**config.mk**
```make
export PLATFORM = sky130hd
export DESIGN_NAME = lsu_module
export DESIGN_NICKNAME = d
export VERILOG_FILES = /design/src/rtl/lsu_module.sv
export SDC_FILE = /design/constraint.sdc
export NUM_CORES = 1
export LEC_CHECK = 0
export CORE_UTILIZATION = 48
export DETAILED_ROUTE_END_ITERATION = 8
export PLACE_DENSITY_LB_ADDON = 0.2
export RECOVER_POWER = 100
export REMOVE_ABC_BUFFERS = 1
export SYNTH_ARGS = -nofsm -noshare
export SYNTH_HDL_FRONTEND = slang
export SYNTH_SLANG_ARGS = --single-unit
```
**constraint.sdc**
```tcl
create_clock -name clk -period 4.54 [get_ports clk]
set_input_delay 0.908 -clock clk [delete_from_list [all_inputs] [get_ports clk]]
set_output_delay 0.908 -clock clk [all_outputs]
set_load 0.01 [all_outputs]
```
**src/rtl/lsu_module.sv**
```systemverilog
// lsu_module: load/store unit between the execute stage and a single-word data memory.
// One access is in flight at a time. Legal accesses issue a word-aligned memory request
// and wait for dmem_ack (bounded by TIMEOUT_CYCLES). Illegal or misaligned accesses
// answer immediately without touching memory.
//
// Ports:
//   clk, rst_n            clock, asynchronous active-low reset
//   req_valid / req_ready access handshake from execute (ready only while idle)
//   is_store, funct3      access kind and width/sign code (B, H, W, BU, HU)
//   addr, store_data      effective address and right-aligned store value
//   rd_in                 load destination, echoed on resp_rd
//   dmem_req/we/addr/     memory request, held until acknowledged or timed out
//   wdata/wstrb
//   dmem_rdata, dmem_ack  memory read word and one-cycle completion
//   resp_valid            one-cycle completion pulse
//   resp_data/rd/err      response payload, held until the next response
module lsu_module #(
  parameter int unsigned TIMEOUT_CYCLES = 255
) (
  input  logic        clk,
  input  logic        rst_n,
  input  logic        req_valid,
  output logic        req_ready,
  input  logic        is_store,
  input  logic [2:0]  funct3,
  input  logic [31:0] addr,
  input  logic [31:0] store_data,
  input  logic [4:0]  rd_in,
  output logic        dmem_req,
  output logic        dmem_we,
  output logic [31:0] dmem_addr,
  output logic [31:0] dmem_wdata,
  output logic [3:0]  dmem_wstrb,
  input  logic [31:0] dmem_rdata,
  input  logic        dmem_ack,
  output logic        resp_valid,
  output logic [31:0] resp_data,
  output logic [4:0]  resp_rd,
  output logic [1:0]  resp_err
);

  typedef enum logic [1:0] {
    IDLE = 2'd0,
    REQ  = 2'd1,
    RESP = 2'd2
  } lsuState_t;

  localparam logic [1:0] ERR_OK       = 2'b00;
  localparam logic [1:0] ERR_MISALIGN = 2'b01;
  localparam logic [1:0] ERR_TIMEOUT  = 2'b10;
  localparam logic [1:0] ERR_ILLEGAL  = 2'b11;

  // Last REQ cycle index before giving up; the counter starts at 0 on entry to REQ.
  localparam logic [7:0] TIMEOUT_LAST = 8'(TIMEOUT_CYCLES - 1);

  lsuState_t   r_state;
  logic [7:0]  r_count;
  logic [1:0]  r_addrLo;
  logic [2:0]  r_funct3;
  logic        r_isStore;
  logic [4:0]  r_rd;

  logic        w_illegal;
  logic        w_misaligned;
  logic [31:0] w_wdata;
  logic [3:0]  w_wstrb;
  logic [7:0]  w_byte;
  logic [15:0] w_half;
  logic [31:0] w_loadData;

  assign req_ready = (r_state == IDLE);

  // Signed stores (funct3[2]=1) have no meaning, so they join the reserved codes.
  assign w_illegal = (funct3 == 3'b011) || (funct3 == 3'b110) || (funct3 == 3'b111) ||
                     (is_store && funct3[2]);

  // funct3[1:0] gives the size for both signed and unsigned variants.
  assign w_misaligned = ((funct3[1:0] == 2'b01) && addr[0]) ||
                        ((funct3[1:0] == 2'b10) && (addr[1:0] != 2'b00));

  // Store data is replicated across all lanes; the strobes pick the lanes written.
  always_comb begin
    w_wdata = 32'd0;
    w_wstrb = 4'b0000;
    if (is_store) begin
      case (funct3[1:0])
        2'b00: begin
          w_wdata = {4{store_data[7:0]}};
          w_wstrb = 4'b0001 << addr[1:0];
        end
        2'b01: begin
          w_wdata = {2{store_data[15:0]}};
          w_wstrb = 4'b0011 << addr[1:0];
        end
        default: begin
          w_wdata = store_data;
          w_wstrb = 4'b1111;
        end
      endcase
    end
  end

  // Lane selection and extension of the returned word, using the captured access info.
  always_comb begin
    case (r_addrLo)
      2'd1:    w_byte = dmem_rdata[15:8];
      2'd2:    w_byte = dmem_rdata[23:16];
      2'd3:    w_byte = dmem_rdata[31:24];
      default: w_byte = dmem_rdata[7:0];
    endcase
    w_half = r_addrLo[1] ? dmem_rdata[31:16] : dmem_rdata[15:0];
    case (r_funct3)
      3'b000:  w_loadData = {{24{w_byte[7]}}, w_byte};
      3'b001:  w_loadData = {{16{w_half[15]}}, w_half};
      3'b100:  w_loadData = {24'd0, w_byte};
      3'b101:  w_loadData = {16'd0, w_half};
      default: w_loadData = dmem_rdata;
    endcase
  end

  always_ff @(posedge clk or negedge rst_n) begin
    if (!rst_n) begin
      r_state    <= IDLE;
      r_count    <= 8'd0;
      r_addrLo   <= 2'd0;
      r_funct3   <= 3'd0;
      r_isStore  <= 1'b0;
      r_rd       <= 5'd0;
      dmem_req   <= 1'b0;
      dmem_we    <= 1'b0;
      dmem_addr  <= 32'd0;
      dmem_wdata <= 32'd0;
      dmem_wstrb <= 4'b0000;
      resp_valid <= 1'b0;
      resp_data  <= 32'd0;
      resp_rd    <= 5'd0;
      resp_err   <= ERR_OK;
    end else begin
      resp_valid <= 1'b0;
      case (r_state)
        IDLE: begin
          if (req_valid) begin
            r_addrLo  <= addr[1:0];
            r_funct3  <= funct3;
            r_isStore <= is_store;
            r_rd      <= rd_in;
            r_count   <= 8'd0;
            if (w_illegal || w_misaligned) begin
              // Illegal wins over misaligned when both apply.
              r_state    <= RESP;
              resp_valid <= 1'b1;
              resp_err   <= w_illegal ? ERR_ILLEGAL : ERR_MISALIGN;
              resp_data  <= 32'd0;
              resp_rd    <= rd_in;
            end else begin
              r_state    <= REQ;
              dmem_req   <= 1'b1;
              dmem_we    <= is_store;
              dmem_addr  <= {addr[31:2], 2'b00};
              dmem_wdata <= w_wdata;
              dmem_wstrb <= w_wstrb;
            end
          end
        end
        REQ: begin
          // An ack in the final allowed cycle still completes normally.
          if (dmem_ack) begin
            r_state    <= RESP;
            resp_valid <= 1'b1;
            resp_err   <= ERR_OK;
            resp_data  <= r_isStore ? 32'd0 : w_loadData;
            resp_rd    <= r_rd;
            dmem_req   <= 1'b0;
            dmem_we    <= 1'b0;
            dmem_wstrb <= 4'b0000;
          end else if (r_count == TIMEOUT_LAST) begin
            r_state    <= RESP;
            resp_valid <= 1'b1;
            resp_err   <= ERR_TIMEOUT;
            resp_data  <= 32'd0;
            resp_rd    <= r_rd;
            dmem_req   <= 1'b0;
            dmem_we    <= 1'b0;
            dmem_wstrb <= 4'b0000;
          end else begin
            r_count <= r_count + 8'd1;
          end
        end
        RESP: begin
          r_state <= IDLE;
        end
        default: begin
          r_state <= IDLE;
        end
      endcase
    end
  end

endmodule

```
# [Yosys cells after proc, flatten, opt, wreduce, memory -nomap -nowiden]
# Index checks and enable logic that the tools add are counted.
[word_totals] ff_bits=129 latchBits=0 ram_bits=0 romBits=0 output_inout_bits=111 n_memories=0
[op_classes] n_addsub=1 multipliers=0 div_mod_pow=0 n_lt_le_gt_ge=0 eq_ne=19 shifts=2 mux=50 n_bitwise=1 reduce_logical=19
[ops] operator="$mux W32" n=6
[ops] operator="$pmux W32 S2" n=2
[ops] operator="$pmux W32 S4" n=1
[ops] operator="$mux W8" n=3
[ops] operator="$pmux W8 S3" n=1
[ops] operator="$mux W4" n=5
[ops] operator="$mux W5" n=4
[ops] operator="$mux W16" n=1
[ops] operator="$mux W2" n=8
[ops] operator="$pmux W4 S2" n=2
[ops] operator="$pmux W8 S2" n=1
[ops] operator="$eq A3 B3 Y1 const B" n=4
[ops] operator="$reduce_and A4 Y1" n=3
[ops] operator="$mux W1" n=10
[ops] operator="$pmux W5 S2" n=1
[ops] operator="$add A8 B1 Y8 const B" n=1
[ops] operator="$eq A8 B8 Y1 const B" n=1
[ops] operator="$ne A2 B2 Y1 const B" n=4
[ops] operator="$pmux W2 S2" n=2
[ops] operator="$eq A2 B1 Y1 const B" n=3
[ops] operator="$eq A2 B2 Y1 const B" n=3
[ops] operator="$pmux W1 S2" n=3
[ops] operator="$logic_or A1 B1 Y1" n=5
[ops] operator="$logic_not A2 Y1" n=2
[ops] operator="other kinds (12)" n=16

# [Longest topological paths before layout]
# Gate-level depths: netlist (run 1).
[depth] depth_word=8 mapped_depth=8 ltp_nobuf=6

# [Least setup slack after synthesis (run 1)]
# No wires, ideal clock.
[synth_timing] path_kind="input port to flip-flop" from="input funct3[0]" to="register resp_rd[0]" setup_ns=0.125 arrival_ns=2.295 path_slack_ns=2.120 path_stages=6 cell_sequence="buf_2 -> nor4_2 -> nor3_4 -> a21oi_2 -> buf_6 -> mux2_2"
[synth_between] elab_chain_len=7
[synth_rtl] item="start, declared" line_no="25" source="input logic [2:0] funct3,"
[synth_rtl] item="$eq A3 B2 Y1 / $eq A3 B3 Y1 (equally long branches)" line_no="74" source="assign w_illegal = (funct3 == 3'b011) || (funct3 == 3'b110) || (funct3 == 3'b111) ||"
[synth_rtl] item="$logic_or A1 B1 Y1 (3 in series)" line_no="74"
[synth_rtl] item="$logic_or A1 B1 Y1 *" line_no="148" source="if (w_illegal || w_misaligned) begin"
[synth_rtl] item="$ne A2 B1 Y1 (no source line) *"
[synth_rtl] item="$reduce_and A4 Y1 (no source line) *"
[synth_rtl] item="end signal, assigned" line_no="154" source="resp_rd <= rd_in;"
[synth_rtl] item="end signal, assigned" line_no="172" source="resp_rd <= r_rd;"
[synth_rtl] item="end signal, assigned" line_no="181" source="resp_rd <= r_rd;"
[synth_rtl] item="end, declared" line_no="38" source="output logic [4:0] resp_rd,"
# Every way passes the cells marked *; elsewhere a longest branch is shown, timed or not.
# A chain may end at the register's enable or synchronous reset.

# [Worst setup path in the final report (run 1)]
[layout_timing] from="input addr[0]" to="register dmem_addr[21]"
[layout_between] elab_chain_len=6
[layout_rtl] item="start, declared" line_no="26" source="input logic [31:0] addr,"
[layout_rtl] item="$reduce_bool A2 Y1" line_no="79" source="((funct3[1:0] == 2'b10) && (addr[1:0] != 2'b00));"
[layout_rtl] item="$logic_and A1 B1 Y1" line_no="79"
[layout_rtl] item="$logic_or A1 B1 Y1 *" line_no="78" source="assign w_misaligned = ((funct3[1:0] == 2'b01) && addr[0]) ||"
[layout_rtl] item="$logic_or A1 B1 Y1 *" line_no="148"
[layout_rtl] item="$not A1 Y1 (no source line) *"
[layout_rtl] item="$reduce_and A3 Y1 (no source line) *"
[layout_rtl] item="end signal, assigned" line_no="159" source="dmem_addr <= {addr[31:2], 2'b00};"
[layout_rtl] item="end, declared" line_no="31" source="output logic [31:0] dmem_addr,"
# Marked as above.

==> results.yml, run 1 <==
place:
  io_buffers: 217
  dpl.hpwl_um: 11500
  place_congestion: 0.840
  placed_cell_area_sq_mm: 0.00824
worst_setup_path:
  r2r-start: "r_state[0]"
  slowest_delay_ns: 1.51
  critPathSlowestCell: "o21ai_1"
  worst-path-max-fanout: 42
  r2r_slack_ns: 1.62
  r2r_cells: 5
  r2r-end: "dmem_addr[6]"
  crit_chain: "dlygate4sd3_1, a221oi_2, o21ai_1, buf_12, mux2_2"
  cp-end-kind: "register"
  crit_required_ns: 4.84
  cp.arrival_ns: 4.00
  path_class: "in2reg"
  worstSetupStartpointType: "input port"
  cp_top_family: "compound AO/OA/AOI/OAI gates"
  worst-path-buf-inv: 2
synthesis:
  synth_cell_types: 53
  synth_enable_flop_cells: 0
  synthFlopType: "dfrtp_1"
  async_flop_share_pct: 100
  syn-cell-area_sq_mm: 0.00602
  syn_inst: 508
  avgSynthCellArea_sq_um: 11.8
  ys_ff_latch: 129
  synth_warnings: 0
  ys_seq_area_share_pct: 53.6
clock_tree:
  cts_sinks: 129
  cts_hold_buf: 0
  clockBufferDepth: 2
  root_buffer: "clkbuf_16"
  htreeDepth: 4
  path_clk_slew_ns: 0.05
  cts_buffers: 17
  cts_setup_buffers: 0
  cts_resized: 0
  cts_tree: "built"
  clk_latency_ns: 0.41
layout:
  final_util_pct: 72.3
  multi_input_area_sq_mm: 0.00251
  fin_area_sq_mm: 0.00876
  area_growth_pct: 45.6
  regArea_sq_mm: 0.00323
  n_antenna_cell: 0
  layout_commonest_cell: "dfrtp_1"
  drive_gt1_share_pct: 8.83
  final_cell_mix: "dfrtp_1, dlygate4sd3_1, clkdlybuf4s50_1"
  n_fill_cell: 889
  nNetsFinal: 824
detailed_routing:
  firstDrtPassIters: 4
  avgRoutedWirePerCell_um: 18.3
  wirelength_um: 16300
  drc: 0
  drtAntennaViolNets: 0
  vias_per_cell: 5.66
  num_vias: 5058
  drt_iter0_drc: 246
grt:
  grt_pass1_wl_um: 26100
  grt_max_degree: 56
  antenna_found_initial: 0
  grt_pass1_vias: 5201
  grt_use_total_pct: 26.3
  overflow: 0
floorplanning:
  die_x_um: 114
  die-area_sq_mm: 0.0130
  num_io_pins: 220
  die_y_um: 114
  core_sq_mm: 0.0121
  core.rowCount: 40
  initial_utilization_pct: 49.7
sta:
  period_minus_slack_ns: 3.70
  fmax_mhz: 270
  fin_skew_ns: 0.00595
  grt_setup_unrepaired: "false"
  tightestPinTransition_ns: 2.91
  finalSetupViolCount: 0
  maxSlewViolCount: 99
  hold_slack_ns: 0.478
  hold_viol: 0
  setup_tns_ns: 0
  finalCritPeriodShare_pct: 81.6
  relSlewSlack_pct: -94.0
status:
  status: "complete, but fails checks"
  violations: "max-capacitance violations, max-slew violations"
worst_hold_path:
  hp-start: "r_count[7]"
  holdPathStages: 1
  hold_path.class: "reg2reg"
  hold_end: "r_count[7]"
pwr:
  p_leak_nw: 3.97
  peakVddDrop_uv: 304
  power_per_cell_area_mw_per_mm2: 497
  finalPower_mw: 4.35
job:
  cap_violations: 3
-- how the worst max path moves through the flow --
stage,from,end,cells past startpoint
global placement,req_valid,resp_rd[0],5
finish,addr[0],dmem_addr[21],5
floorplan,is_store,dmem_addr[10],3
detailed placement,req_valid,resp_rd[0],5
CTS,req_valid,resp_rd[0],5
global route,addr[0],dmem_addr[21],5
-- sequential cells by signal, indices dropped and copies added (netlist names) --
name	flops
resp_rd	5
r_funct3	3
r_isStore	1
r_count	8
resp_valid	1
resp_data	32
dmem_we	1
dmem_wstrb	4
dmem_req	1
resp_err	2
dmem_addr	30
r_addrLo	2
r_rd	5
dmem_wdata	32
r_state	2
-- area by class of cell --
type / count / share of cell area (%)
multi-input cells: 335 / 28.7
inverters: 8 / 0.343
well taps: 168 / 2.40
clock inverters: 6 / 0.914
clock buffers: 25 / 5.54
flip-flops and latches: 129 / 36.8
repair buffers: 222 / 25.3
-- metal layers --
metal  global-route usage [%]  vias to the layer above  wire length, um  share of wire (%)
li1                         -                     2308                -                  -
met1                     31.2                     2498             6500                 40
met2                     42.4                      213             7960                 49
met3                     9.46                       39             1370                8.4
met4                     12.6                        0              478                2.9
met5                        0                        -                0                  0
-- through the flow --
step	worst slack, ns	instances
floorplan	1.48	472
global placement	0.956	862
detailed placement	0.897	862
CTS	1.33	893
global route	0.615	893
finish	0.836	893
-- power breakdown --
part | internal [mW] | switching [mW] | total, mW
clock network | 0.844 | 0.470 | 1.31
logic | 0.766 | 0.587 | 1.35
registers | 1.47 | 0.220 | 1.69
-- synthesized netlist by cell type (10+ instances only) --
cell type  count  area, sq um
a21oi_1       17         85.1
a221o_1       18          180
a22o_1        26          228
buf_2         14         70.1
dfrtp_1      129         3230
mux2_1        14          158
mux2_2        27          304
mux2i_1       39          390
nand2_1       56          210
nor2b_1       11         68.8
o21ai_0       27          135
o22ai_1       10         62.6
o2bb2ai_1     22          193
-- worst register-to-register path, stage by stage, from the launching register on --
cell and delay, ns:
dfrtp_1 0.42, nor2_1 0.42, and2_0 0.41, o21ai_1 0.72
buf_12 0.46, mux2_1 0.37
-- logic make-up (layout without fill, tap and decap cells) --
logic type / Yosys count / in the layout / synth area share [%]
buffers and inverters: 45 / 261 / 4.18
AO/OA/AOI/OAI: 143 / 143 / 18.1
multiplexers: 81 / 81 / 14.5
adder cells (fa/ha/maj): 2 / 2 / 0.416
other: 1 / 2 / 0.0623
AND/OR/NAND/NOR: 107 / 107 / 9.09
flip-flops: 129 / 129 / 53.6
Note: power is estimated with default switching activity, not from simulation.
==> run 2, diff against run 1 <==
- CORE_UTILIZATION: 48 -> 41
- clock period: 4.54 -> 3.3 ns (I/O delays scaled with it)
==> results.yml, run 2 (same netlist as run 1, synthesis figures left out) <==
sta:
  tightestPinTransition_ns: 1.59
  period_minus_slack_ns: 2.77
  relSlewSlack_pct: -5.83
  maxSlewViolCount: 67
  fmax_mhz: 361
  finalCritPeriodShare_pct: 83.8
  hold_slack_ns: 0.482
  fin_skew_ns: 0.00799
  setup_tns_ns: 0
  hold_viol: 0
  finalSetupViolCount: 0
  grt_setup_unrepaired: "false"
place:
  io_buffers: 217
  dpl.hpwl_um: 11900
  place_inst: 879
  place_congestion: 0.839
clock_tree:
  cts_tree: "built"
  clk_latency_ns: 0.41
  cts_sinks: 129
  cts_resized: 0
  path_clk_slew_ns: 0.06
  htreeDepth: 4
  cts_hold_buf: 0
  cts_buffers: 17
  clockBufferDepth: 2
  root_buffer: "clkbuf_16"
  cts_setup_buffers: 0
worst_hold_path:
  hold_path.class: "reg2reg"
detailed_routing:
  wirelength_um: 17000
  drtAntennaViolNets: 0
  drt_iter0_drc: 253
  num_vias: 5047
  firstDrtPassIters: 5
  drc: 0
  avgRoutedWirePerCell_um: 18.6
  vias_per_cell: 5.54
job:
  cap_violations: 1
grt:
  overflow: 0
  antenna_found_initial: 0
  grt_pass1_vias: 5155
  grt_max_degree: 67
  grt_pass1_wl_um: 26500
  grt_use_total_pct: 23.1
pwr:
  netSwitchingPower_mw: 1.80
  p_leak_nw: 4.04
  finalPower_mw: 6.31
  power.clock.fraction_pct: 33.4
  p_int_mw: 4.52
  pwr-share-seq_pct: 36.9
  peakVddDrop_uv: 397
  swShare_pct: 28.4
  power_per_cell_area_mw_per_mm2: 706
  pwr-share-comb_pct: 29.6
worst_setup_path:
  worst-path-max-fanout: 18
  path_class: "in2reg"
  r2r_slack_ns: 0.84
  cp.arrival_ns: 3.11
  slowest_delay_ns: 0.70
  crit_required_ns: 3.65
  critPathSlowestCell: "dlygate4sd3_1"
  crit_chain: "dlygate4sd3_1, nor4_1, nor3_1, a21oi_4, buf_4, a221o_1"
  cp-end-kind: "register"
  worstSetupStartpointType: "input port"
layout:
  reg.largest.list: "dmem_wdata (32), resp_data (32), dmem_addr (30)"
  nNetsFinal: 829
  final_cell_mix: "dfrtp_1, dlygate4sd3_1, clkdlybuf4s50_1"
  final_util_pct: 63.4
  drive_gt1_share_pct: 10.1
  stdcell_count: 911
  n_antenna_cell: 0
  area_growth_pct: 48.5
  layout_commonest_cell: "dfrtp_1"
floorplanning:
  core.rowCount: 43
  die_x_um: 123
  die-area_sq_mm: 0.0152
  initial_utilization_pct: 42.7
  num_io_pins: 220
  die_y_um: 123
  core_sq_mm: 0.0141
status:
  violations: "max-capacitance violations, max-slew violations"
  status: "complete, but fails checks"
run 2: final cells by class:
class / count / area (sq um)
multi-input combinational: 335 / 2540
clock inverter: 10 / 206
inverter: 8 / 30.0
clock buffer: 22 / 454
tap: 180 / 225
sequential: 129 / 3230
fill: 1106 / 5160
timing repair buffer: 227 / 2250
run 2: per-stage QoR:
step                worst slack [ns]  cell area (sq um)
CTS                            0.751               8970
finish                         0.533               8930
global placement               0.549               8310
floorplan                      0.490               5800
global route                   0.394               8930
detailed placement             0.452               8310
run 2: worst max-delay path: cells and delay by family:
family          cells  cell delay, ns
simple gates        2            0.93
compound gates      2            0.52
buf+inv             2            1.00
run 2: worst paths after layout:
| check | start | cells past startpoint | endpoint |
|---|---|---|---|
| setup / recovery | addr[0] | 6 | resp_data[18] |
| hold / removal | resp_data[5] | 1 | resp_data[5] |
| setup reg to reg | r_addrLo[1] | 3 | resp_data[31] |
| hold reg to reg | resp_data[5] | 1 | resp_data[5] |
| max in group asynchronous | rst_n | 2 | dmem_addr[27] |
| min in group asynchronous | rst_n | 1 | r_rd[4] |
run 2: power groups by stage:
stage          sequential [mW]  clock (mW)  combinational, mW
2_1_floorplan             2.49           0              0.662
3_3_place_gp              2.35           0               2.00
3_5_place_dp              2.36           0               2.04
4_1_cts                   2.35        2.14               2.05
5_1_grt                   2.39        2.21               2.03
6_report                  2.33        2.11               1.87
run 2: per-layer routing:
metal / part of all wire (%) / wire (um) / global-route usage [%] / vias to the layer above
li1: - / - / - / 2319
met1: 40 / 6870 / 27.7 / 2496
met2: 49 / 8350 / 37.6 / 213
met3: 8.8 / 1500 / 8.67 / 19
met4: 1.5 / 255 / 8.36 / 0
met5: 0 / 0 / 0 / -
==> RTL change: new RTL, config.mk and constraints of run 2 <==
Re-encode `lsuState_t` (3 states) as one-hot, 3 bits wide.
--- a/src/rtl/lsu_module.sv
+++ b/src/rtl/lsu_module.sv
@@ -40,8 +40,8 @@
 );
 
-  typedef enum logic [1:0] {
-    IDLE = 2'd0,
-    REQ  = 2'd1,
-    RESP = 2'd2
+  typedef enum logic [2:0] {
+    IDLE = 3'b001,
+    REQ  = 3'b010,
+    RESP = 3'b100
   } lsuState_t;
 
Function: same outputs for any inputs over 4 cycles, from zero or initial values and one cycle with rst_n low; so few cycles prove little.
==> RTL change against run 2 <==
- the flow finishes with violations (design-rule violations, max-capacitance violations, max-slew violations)
- largest power group unchanged
- setup slack worse by 0.074 ns
- register-to-register slack worse by 0.13 ns
- wire length increased by 4.9%
- critical endpoint unchanged
- cell area is 2.0% higher
- sequential cell count is 1 higher
- total power increased by 0.52%
- synthesized area rose by 3.6%
- die area up 3.5%
==> RTL change: results (changes against run 2) <==
Worst setup path
  – Reg2reg path depth: 4 (+1)
  – Internal reg-to-reg setup slack: 0.71 ns (-0.13 ns)
  – Worst path arrival time: 3.19 ns (+0.08 ns)
  – Reg-to-Reg End: r_count[5]$_DFFE_PN0P_
  – Crit Path Max Fanout: 24 (+6)

Global routing
  – Total track usage: 23.6% (+0.56 points)
  – Vias in the first global route: 5799 (+12%)
  – Met1 GRT Util: 28.1% (+0.42 points)
  – Met2 Usage GRT: 39.4% (+1.8 points)
  – GR Layer Usage met3: 8.69% (+0.015 points)

Outcome
  – Status: complete, but fails checks
  – Violated checks: design-rule violations, max-capacitance violations, max-slew violations

Pwr
  – Leakage power: 4.29 nW (+6.2%)
  – Sw Ratio: 31.6% (+3.2 points)

Logic synthesis
  – Sequential share of the synthesized area: 52.2% (-1.4 points)
  – Synth top area cells: dfrtp_1 52%, nand2_1 13%, mux2_2 5.1%, o21ai_0 4.4%, nand2b_1 2.5%
  – Ys flop type: dfrtp_1
  – Yosys cell types: 50 (-5.7%)
  – Commonest cells post-synth: 221 x nand2_1, 129 x dfrtp_1, 55 x o21ai_0

Placement
  – Area post-placement: 8570 µm² (+3.1%)
  – Pre-CTS setup slack: 0.413 ns (-0.0385 ns)
  – DP Wirelength: 12.8 mm (+7.6%)
  – Gpl congestion: 0.838 (about the same)

Routing
  – DRT iter0 DRCs: 320 (+26%)
  – # DRC: 12 (+12)
  – Routed wire per std cell: 16.6 µm (-11%)

Worst hold path
  – Hold_sp: dmem_wdata[26]$_DFFE_PN0P_
  – Worst hold endpoint: dmem_wdata[26]$_DFFE_PN0P_
  – WHS Path Cells: 2 (+1)

STA
  – Worst clock skew: 0.00633 ns (-0.00166 ns)
  – Max Slew Vio Count: 78 (+16%)
  – Slew headroom: -34.1% (-28 points)
  – Hold Slack: 0.467 ns (-0.0148 ns)

Layout
  – Share of layout cells above drive strength 1: 8.47% (-1.7 points)
  – Filler cell count: 1238 (+12%)

Flow run
  – Max-cap violations: 1 (unchanged)
## RTL change: routing by layer
layer | vias up | share of wire [%]
met5 | - | 0
met4 | 0 | 1.6
met3 | 23 | 8.6
met2 | 219 | 48
met1 | 2690 | 42
li1 | 2702 | -
## RTL change: area by class of cell
type | count | area, µm² | share of cell area [%]
repair buffers | 231 | 2280 | 25.0
clock buffers | 25 | 495 | 5.44
multi-input cells | 488 | 2730 | 29.9
inverters | 7 | 26.3 | 0.288
well taps | 184 | 230 | 2.53
flip-flops and latches | 130 | 3250 | 35.7
clock inverters | 5 | 100 | 1.10
## RTL change: how the worst max path moves through the flow
stage | start | endpoint | slack, ns
floorplan | is_store | dmem_wdata[0]$_DFFE_PN0P_ | -0.69
global placement | funct3[0] | resp_data[21]$_DFFE_PN0P_ | 0.51
detailed placement | funct3[0] | resp_data[26]$_DFFE_PN0P_ | 0.41
CTS | r_state[0]$_DFFE_PN1P_ | req_ready | 0.55
global route | funct3[1] | resp_data[18]$_DFFE_PN0P_ | 0.27
finish | funct3[1] | resp_data[18]$_DFFE_PN0P_ | 0.46
## RTL change: kinds of logic after synthesis
group,synth area share [%]
AOI/OAI and AO/OA,14.8
adders and majority gates,0.402
buffers and inverters,3.79
DFF,52.2
muxes,7.15
other,0.0602
and+or+nand+nor,21.6
## RTL change: per-stage QoR
stage | instances | TNS (ns) | util (%)
6_report | 1070 | 0 | 62.0
5_1_grt | 1070 | 0 | 62.0
4_1_cts | 1070 | 0 | 62.3
3_5_place_dp | 1040 | 0 | 58.3
3_3_place_gp | 1040 | 0 | 58.3
2_1_floorplan | 625 | -34.10 | -
## RTL change: worst max-delay path, cell delays in order
cell	delay [ns]
dlygate4sd3_1	0.73
a221oi_1	0.35
nor2_1	0.09
buf_4	0.17
a2bb2oi_1	0.59
buf_4	0.40
a22o_1	0.19
## RTL change: power by group through the flow
stage	Sequential, mW	Clock, mW	Combinational (mW)
6_report	2.36	1.91	2.07
3_3_place_gp	2.38	0	2.20
2_1_floorplan	2.56	0	0.748
3_5_place_dp	2.40	0	2.24
4_1_cts	2.38	1.94	2.25
5_1_grt	2.43	2.01	2.27
